===== config.mk =====
export PLATFORM = sky130hd
export DESIGN_NAME = multfloat_rr_arbiter
export DESIGN_NICKNAME = d
export VERILOG_FILES = /design/src/rtl/multfloat_pkg.sv /design/src/rtl/multfloat_rr_arbiter_rr_pick.sv /design/src/rtl/multfloat_rr_arbiter.sv
export SDC_FILE = /design/constraint.sdc
export NUM_CORES = 1
export LEC_CHECK = 0
export ABC_AREA = 1
export BUFFER_PORTS_ARGS = -buffer_cell sky130_fd_sc_hd__buf_2
export CAP_MARGIN = 15
export CORE_AREA = 2 2 154 156
export DETAILED_ROUTE_END_ITERATION = 8
export DIE_AREA = 0 0 156 158
export PLACE_DENSITY = 0.57
export REMOVE_ABC_BUFFERS = 1
export SLEW_MARGIN = 20
export SYNTH_ARGS = -nofsm -noshare
export SYNTH_HDL_FRONTEND = slang
export SYNTH_SLANG_ARGS = --single-unit

===== constraint.sdc =====
create_clock -name clk -period 3 [get_ports clk]
set_input_delay 0.15 -clock clk [delete_from_list [all_inputs] [get_ports clk]]
set_output_delay 0.15 -clock clk [all_outputs]
set_load 0.05 [all_outputs]

===== src/rtl/multfloat_pkg.sv =====
// Shared definitions for the MultFloat sharing logic.
// Contents:
//   FLOAT_W      - width of a single-precision float word
//   float_t      - single-precision float word type
//   MULT_LATENCY - default MultFloat pipeline depth in cycles
//   TAG_ID_W     - id field width; wide enough for up to 8 requesters
//   tag_t        - {valid, id} entry carried alongside each multiply
package multfloat_pkg;

  localparam int FLOAT_W      = 32;
  localparam int MULT_LATENCY = 8;
  localparam int TAG_ID_W     = 3;

  typedef logic [FLOAT_W-1:0] float_t;

  typedef struct packed {
    logic                valid;
    logic [TAG_ID_W-1:0] id;
  } tag_t;

endpackage


===== src/rtl/multfloat_rr_arbiter_rr_pick.sv =====
// rr_pick: combinational round-robin priority picker.
// Picks the first set request bit, scanning upward from the pointer and
// wrapping back to bit 0.
// Ports:
//   req_i   - request vector
//   ptr_i   - highest-priority index this cycle (always < NREQ)
//   gnt_o   - one-hot grant, zero when no request is set
//   idx_o   - index of the granted requester
//   valid_o - a grant was made
module rr_pick #(
  parameter int NREQ = 4,
  parameter int IDW  = 2
) (
  input  logic [NREQ-1:0] req_i,
  input  logic [IDW-1:0]  ptr_i,
  output logic [NREQ-1:0] gnt_o,
  output logic [IDW-1:0]  idx_o,
  output logic            valid_o
);

  logic found;

  // The first pass covers indices at or above the pointer. The second pass
  // only matters when the first found nothing, so any hit it takes lies
  // below the pointer, which gives the wrap-around.
  always_comb begin
    gnt_o = '0;
    idx_o = '0;
    found = 1'b0;
    for (int i = 0; i < NREQ; i++) begin
      if (!found && req_i[i] && (i >= int'(ptr_i))) begin
        found    = 1'b1;
        gnt_o[i] = 1'b1;
        idx_o    = IDW'(i);
      end
    end
    for (int i = 0; i < NREQ; i++) begin
      if (!found && req_i[i]) begin
        found    = 1'b1;
        gnt_o[i] = 1'b1;
        idx_o    = IDW'(i);
      end
    end
    valid_o = found;
  end

endmodule


===== src/rtl/multfloat_rr_arbiter.sv =====
// multfloat_rr_arbiter: shares one pipelined single-precision MultFloat among
// NREQ requesters. Accepts at most one operand pair per cycle, registers it
// onto the multiplier inputs, carries the requester id down a tag delay line
// matched to the multiplier, and steers each product back with a one-cycle
// resp_valid pulse.
// Optional build macro MULTARB_CEGATE_EN: gates mul_ce (and the local
// operand/tag registers) off when nothing is requesting or in flight.
// Ports:
//   clk, rst     - clock, synchronous active-high reset
//   req          - per-requester operand valid
//   a_in, b_in   - operands, requester i in bits [32i+31:32i]
//   gnt          - one-hot combinational grant
//   resp_valid   - one-hot response pulse
//   result_out   - product belonging to the resp_valid requester
//   mul_ce       - MultFloat clock enable
//   mul_a, mul_b - registered operands to MultFloat
//   mul_result   - product from MultFloat
import multfloat_pkg::*;

module multfloat_rr_arbiter #(
  parameter int NREQ    = 4,
  parameter int LATENCY = MULT_LATENCY,
  parameter int IDW     = 2
) (
  input  logic                    clk,
  input  logic                    rst,
  input  logic [NREQ-1:0]         req,
  input  logic [NREQ*FLOAT_W-1:0] a_in,
  input  logic [NREQ*FLOAT_W-1:0] b_in,
  output logic [NREQ-1:0]         gnt,
  output logic [NREQ-1:0]         resp_valid,
  output logic [FLOAT_W-1:0]      result_out,
  output logic                    mul_ce,
  output logic [FLOAT_W-1:0]      mul_a,
  output logic [FLOAT_W-1:0]      mul_b,
  input  logic [FLOAT_W-1:0]      mul_result
);

  logic [IDW-1:0]  ptr_q, ptr_d;
  float_t          mul_a_q, mul_a_d;
  float_t          mul_b_q, mul_b_d;
  // Stage 0 lines up with the operand register; stages 1..LATENCY line up
  // with the MultFloat pipeline, so the tail matches mul_result.
  tag_t            tag_q [0:LATENCY];
  tag_t            tag_d [0:LATENCY];

  logic [NREQ-1:0] pick_gnt;
  logic [IDW-1:0]  pick_idx;
  logic            pick_vld;
  logic            grant_fire;
  logic            any_tag_valid;
  logic            ce;

  rr_pick #(
    .NREQ (NREQ),
    .IDW  (IDW)
  ) u_pick (
    .req_i   (req),
    .ptr_i   (ptr_q),
    .gnt_o   (pick_gnt),
    .idx_o   (pick_idx),
    .valid_o (pick_vld)
  );

  // Grants are suppressed during reset so nothing is accepted on the
  // clearing edge.
  assign gnt        = rst ? '0 : pick_gnt;
  assign grant_fire = !rst && pick_vld;

  always_comb begin
    any_tag_valid = 1'b0;
    for (int j = 0; j <= LATENCY; j++) begin
      any_tag_valid = any_tag_valid | tag_q[j].valid;
    end
  end

`ifdef MULTARB_CEGATE_EN
  // Idle when nobody asks and nothing is in flight; freezing the multiplier
  // and the tag line together keeps them aligned.
  assign ce = (|req) | any_tag_valid;
`else
  assign ce = 1'b1;
`endif

  assign mul_ce = ce;

  // Next-state: operand mux, pointer advance and the tag shift.
  always_comb begin
    mul_a_d = mul_a_q;
    mul_b_d = mul_b_q;
    ptr_d   = ptr_q;
    for (int i = 0; i < NREQ; i++) begin
      if (pick_gnt[i]) begin
        mul_a_d = a_in[i*FLOAT_W +: FLOAT_W];
        mul_b_d = b_in[i*FLOAT_W +: FLOAT_W];
      end
    end
    if (grant_fire) begin
      ptr_d = (int'(pick_idx) == NREQ-1) ? '0 : pick_idx + IDW'(1);
    end
    tag_d[0].valid = grant_fire;
    tag_d[0].id    = grant_fire ? TAG_ID_W'(pick_idx) : '0;
    for (int j = 1; j <= LATENCY; j++) begin
      tag_d[j] = tag_q[j-1];
    end
  end

  // State registers; reset wins over the clock-enable gate.
  always_ff @(posedge clk) begin
    if (rst) begin
      ptr_q   <= '0;
      mul_a_q <= '0;
      mul_b_q <= '0;
      for (int j = 0; j <= LATENCY; j++) begin
        tag_q[j] <= '0;
      end
    end else if (ce) begin
      ptr_q   <= ptr_d;
      mul_a_q <= mul_a_d;
      mul_b_q <= mul_b_d;
      for (int j = 0; j <= LATENCY; j++) begin
        tag_q[j] <= tag_d[j];
      end
    end
  end

  assign mul_a = mul_a_q;
  assign mul_b = mul_b_q;

  // Response decode from the tail of the tag line.
  always_comb begin
    resp_valid = '0;
    if (!rst && tag_q[LATENCY].valid) begin
      for (int i = 0; i < NREQ; i++) begin
        if (tag_q[LATENCY].id == TAG_ID_W'(i)) begin
          resp_valid[i] = 1'b1;
        end
      end
    end
  end

  assign result_out = mul_result;

endmodule


* Word-level counts from Yosys, hierarchy flattened *
Memory sizes are Yosys's and may differ from the RTL's.
Index checks and enable logic that the tools add are counted.

cells by class
  order comparisons = 3
  add/sub/neg operators = 1
  equality and inequality tests = 4
  muxes and demuxes = 50
  bitwise gates (word level) = 9
  reductions and logical operators = 22

operators with widths
  operator                                                          count
  2-to-1 mux 32 bit                                                 8
  2-to-1 mux 4 bit                                                  11
  2-to-1 mux 1 bit                                                  23
  2-to-1 mux 2 bit                                                  8
  logical AND 1 bit                                                 12
  bitwise OR 1 bit                                                  9
  zero test 1 bit                                                   8
  equality test 3 x 2 -> 1 bit, second input constant               2
  greater-or-equal comparator 1 x 2 -> 1 bit, first input constant  2
  nonzero test 4 bit                                                1
  equality test 3 x 1 -> 1 bit, second input constant               1
  zero test 3 bit                                                   1
  adder 2 x 1 -> 2 bit, second input constant                       1
  equality test 2 x 1 -> 1 bit, second input constant               1
  greater-or-equal comparator 2 bit, first input constant           1

storage, ports and cells
  input bits = 294
  output and inout port bits = 105
  register bits = 66
  bits in writable memories = 36
  logic and storage cells = 93
  memories kept = 1

memories
  name   words  bits a word  rd ports  clocked after Yosys merged registers in  wr ports  RTL line                    source
  tag_q  9      4            9         0                                        9         multfloat_rr_arbiter.sv:44  tag_t tag_q [0:LATENCY];

* Logic depth before layout (Yosys ltp) *
  word-level depth = 29
  mapped depth = 14
  gate-level depth less buffers = 12

* Hierarchy *
A second synthesis with hierarchy kept.

unflattened totals
  cells, all modules = 878
  area, all modules = 5,477.8 µm²

by module, submodules not included
  module                times used  sequential area each (µm²)  area an instance (µm²)  cells an instance
  multfloat_rr_arbiter  1           1,861.8                     5,331.4                 849
  rr_pick               1           0.0                         146.4                   29

* Worst setup path after synthesis *
No wires, ideal clock.

  path kind = register -> output
  start point = register ptr_q[1]
  end point = output gnt[2]
  buffers on the path = 2
  data required time = 2.850 ns
  arrival = 1.863 ns
  cell stages (with the launch flop) = 11
  path slack = 0.987 ns
  path through = dfxtp_1 > nand2_1 > nand2_2 > nand2_2 > nor2_4 > nand4_1 > nand2_1 > inv_2 > buf_4 > buf_2 > nor2_1

between the ends
  word-level cells in the longest chain between the ends = 24
  elaborated cells on any way between the ends = 27
  classes of those cells = order compare: 3; mux: 9; reduce/logical: 15

RTL lines
  item                                        RTL line                            source
  start: declaration                          multfloat_rr_arbiter.sv:39          logic [IDW-1:0] ptr_q, ptr_d;
  start signal: assignment                    multfloat_rr_arbiter.sv:118         ptr_q <= ptr_d;
  greater-or-equal comparator 1 x 2 -> 1 bit  multfloat_rr_arbiter_rr_pick.sv:31  if (!found && req_i[i] && (i >= int'(ptr_i))) begin
  logical AND 1 bit                           multfloat_rr_arbiter_rr_pick.sv:31
  2-to-1 mux 1 bit                            multfloat_rr_arbiter_rr_pick.sv:31
  zero test 1 bit                             multfloat_rr_arbiter_rr_pick.sv:31
  logical AND 1 bit (2 in series)             multfloat_rr_arbiter_rr_pick.sv:31
  2-to-1 mux 1 bit                            multfloat_rr_arbiter_rr_pick.sv:31
  zero test 1 bit                             multfloat_rr_arbiter_rr_pick.sv:31
  logical AND 1 bit (2 in series)             multfloat_rr_arbiter_rr_pick.sv:31
  [6 not listed]                              n/a
  2-to-1 mux 1 bit                            multfloat_rr_arbiter_rr_pick.sv:38  if (!found && req_i[i]) begin
  zero test 1 bit                             multfloat_rr_arbiter_rr_pick.sv:38
  logical AND 1 bit                           multfloat_rr_arbiter_rr_pick.sv:38
  2-to-1 mux 1 bit                            multfloat_rr_arbiter_rr_pick.sv:38
  zero test 1 bit                             multfloat_rr_arbiter_rr_pick.sv:38
  logical AND 1 bit                           multfloat_rr_arbiter_rr_pick.sv:38
  2-to-1 mux 1 bit *                          multfloat_rr_arbiter_rr_pick.sv:38
  2-to-1 mux 4 bit *                          multfloat_rr_arbiter.sv:67          assign gnt = rst ? '0 : pick_gnt;
  end: declaration                            multfloat_rr_arbiter.sv:30          output logic [NREQ-1:0] gnt,

Mark *: on every way between the ends. The rest lies on a longest branch, timed or not.

* Final worst setup path *
  start point = register ptr_q[1]
  end point = output gnt[1]

between the ends
  word-level cells in the longest chain between the ends = 21
  elaborated cells on any way between the ends = 24
  classes of those cells = order compare: 3; mux: 8; reduce/logical: 13

RTL lines
  item                                        RTL line
  greater-or-equal comparator 1 x 2 -> 1 bit  multfloat_rr_arbiter_rr_pick.sv:31
  logical AND 1 bit                           multfloat_rr_arbiter_rr_pick.sv:31
  2-to-1 mux 1 bit                            multfloat_rr_arbiter_rr_pick.sv:31
  zero test 1 bit                             multfloat_rr_arbiter_rr_pick.sv:31
  logical AND 1 bit (2 in series)             multfloat_rr_arbiter_rr_pick.sv:31
  2-to-1 mux 1 bit                            multfloat_rr_arbiter_rr_pick.sv:31
  zero test 1 bit                             multfloat_rr_arbiter_rr_pick.sv:31
  logical AND 1 bit (2 in series)             multfloat_rr_arbiter_rr_pick.sv:31
  [3 not listed]                              n/a
  2-to-1 mux 1 bit                            multfloat_rr_arbiter_rr_pick.sv:31
  zero test 1 bit                             multfloat_rr_arbiter_rr_pick.sv:38
  logical AND 1 bit                           multfloat_rr_arbiter_rr_pick.sv:38
  2-to-1 mux 1 bit                            multfloat_rr_arbiter_rr_pick.sv:38
  zero test 1 bit                             multfloat_rr_arbiter_rr_pick.sv:38
  logical AND 1 bit                           multfloat_rr_arbiter_rr_pick.sv:38
  2-to-1 mux 1 bit *                          multfloat_rr_arbiter_rr_pick.sv:38
  2-to-1 mux 4 bit *                          multfloat_rr_arbiter.sv:67

Marked as above.

==> impl_metrics.json <==
{
  "drc_errors": 0,
  "wl_met2_um": 10730,
  "routed_wl_um": 23630,
  "fin_ws_ps": 445.7,
  "slew_headroom_pct": 45.40,
  "crit_arrival_ps": 2400,
  "postCtsSetupBuffers": 0,
  "drv_cap": 0,
  "clock.fmax_mhz": 391.5,
  "start_util_pct": 25.97,
  "synthTopCellsByArea": "dfxtp_1 31%, nand2_1 27%, a21oi_1 7.6%",
  "syn-mean-instance-area_um2": 5.863,
  "startpoint_type": "flop",
  "cts_root_buf": "clkbuf_16",
  "clkTransAtPathRegs_ps": 70,
  "grt.overflow.total": 0,
  "design_area_um2": 7908,
  "regToRegStartpoint": "ptr_q[1]",
  "hp-start": "b_in[100]",
  "detail-route-antenna-nets": 0,
  "clock_latency_ps": 340,
  "hold_path_class": "in -> reg",
  "cp-end-kind": "primary output",
  "grt_pass1_wl_um": 34230,
  "final_hold_viol_count": 0,
  "cts.path.max_buffers": 2,
  "syn-cell-area_um2": 5986,
  "layout_min_cycle_time_ps": 2554,
  "io_buffers": 333,
  "antenna_found_initial": 0,
  "crit_type": "reg -> out",
  "ys_seq_area_share_pct": 31.10,
  "fin_worst_skew_ps": 5.799,
  "num_vias": 7032,
  "post-synth-top-area-fraction_pct": 31.10,
  "viasPerCell": 4.479,
  "path_max_fanout": 37,
  "rsz0062_at_grt": "false",
  "ctsResizeCount": 0,
  "fill_cells": 2586,
  "first_pass_iters": 5,
  "drive_gt1_share_pct": 30.78,
  "placed_area_um2": 7565,
  "fin_nets": 1569,
  "io_pins": 399,
  "tightest_slew_ps": 819.0,
  "drtIter0Drc": 305,
  "p_per_area_nw_per_um2": 518.1,
  "finalCritPeriodShare_pct": 85.14,
  "track_usage_pct": 18.12,
  "grt_pass1_vias": 6456,
  "required_ps": 2850,
  "place_congestion": 0.8195,
  "grt_max_degree": 69,
  "syn_to_final_growth_pct": 32.11,
  "cts_sinks": 93,
  "fp.dieW_um": 156,
  "core_um2": 23050,
  "worstSetupStartpoint": "ptr_q[1]",
  "leakage_uw": 0.004373,
  "yosysUniqueCellTypes": 23,
  "numCtsBuffers": 9,
  "routedLengthMet1_um": 9936,
  "routed.top_layer": "met5",
  "synth_top_area_cell": "dfxtp_1",
  "max-vdd-ir-drop_uv": 193.0,
  "antenna_cells": 0,
  "hpwl_um": 17380,
  "ys_seq_elements": 93,
  "syn_inst": 1021,
  "postCtsHoldBufs": 0,
  "fp.dieH_um": 158,
  "h-tree-depth": 3,
  "tritoncts": "built",
  "ys_warn_count": 0,
  "drv_slew": 0,
  "routedWlPerCell_um": 15.05,
  "dpl_worst_slack_ps": 757.6,
  "rows": 56,
  "setup_violations": 0,
  "outcome": "completed",
  "die-area_um2": 24650,
  "met3_length_um": 2390
}
[cell usage after synthesis, drive strengths merged]
library cell and number:
clkbuf 20, conb 1, inv 101, nand3 69, o21ai 66, nand2 443, nand4 1, nor2 31
a31oi 1, buf 84, nor3 4, a21oi 107, dfxtp 93
[sequential cells by signal (all words and copies together), names as in the netlist]
signal,flops
mul_a,32
mul_b,32
ptr_q,2
tag_q,27
[per-stage QoR]
| stage | setup TNS (ps) | power [uW] | utilization, % | instances | hold WS, ps |
|---|---|---|---|---|---|
| global route | 0 | 4354 | 34.30 | 1570 | 138.9 |
| floorplan | -20900 | 2332 | - | 917 | 212.4 |
| global placement | 0 | 2828 | 32.82 | 1554 | 300.4 |
| finish | 0 | 4097 | 34.30 | 1570 | 135.0 |
| detailed placement | 0 | 2834 | 32.82 | 1554 | 300.4 |
| CTS | 0 | 4169 | 34.30 | 1570 | 111.1 |
[final timing paths]
kind              slack (ps)           end  depth (start not counted)
setup / recovery         450        gnt[1]                          8
hold / removal           140      mul_b[4]                          5
setup reg to reg         900     mul_b[15]                         12
hold reg to reg          400  tag_q[0][28]                          2
[area by class of cell]
type                    count  area, um2  share of cell area, %
inverters                 101      379.1                  4.794
well taps                 290      362.8                  4.589
multi-input cells         723       3139                  39.70
clock inverters             5      90.09                  1.139
flip-flops and latches     93       1862                  23.54
repair buffers            347       1822                  23.04
clock buffers              11      252.7                  3.196
[cells by family (layout without fill, tap and decap cells)]
kind of cell / after synthesis / after routing / synth area share [%]
AO/OA/AOI/OAI: 174 / 174 / 15.57
buffers and inverters: 205 / 464 / 16.87
AND/OR/NAND/NOR: 548 / 548 / 36.39
flip-flops: 93 / 93 / 31.10
other: 1 / 1 / 0.06265
[power breakdown]
group | internal [uW] | switching [uW]
registers | 1350 | 54.6
logic | 433 | 957
clock network | 788 | 513
[per-layer routing]
layer / global-route usage, % / vias to the layer above
li1: - / 3633
met5: 3.934 / -
met3: 6.981 / 33
met2: 30.49 / 299
met1: 20.71 / 3065
met4: 6.466 / 2
[worst max-delay path, cell delays in order, from the launching register on]
cell,delay [ps]
dfxtp_1,370
nor2_1,60
nand2_1,150
nand3_4,350
nand2_2,190
buf_4,410
inv_1,140
nor2_1,100
buf_2,270
[placed cells by master (no fill, tap or decap), types with 5 or more instances in the layout]
| cell | count |
|---|---|
| nand2_1 | 437 |
| buf_2 | 333 |
| inv_1 | 97 |
| dfxtp_1 | 93 |
| a21oi_1 | 91 |
| nand3_1 | 66 |
| o21ai_0 | 61 |
| nor2_1 | 29 |
| a21oi_2 | 16 |
| buf_4 | 10 |
| clkbuf_16 | 9 |
| nand2_2 | 6 |
| o21ai_1 | 5 |
Power figures use the tool's default switching activity.
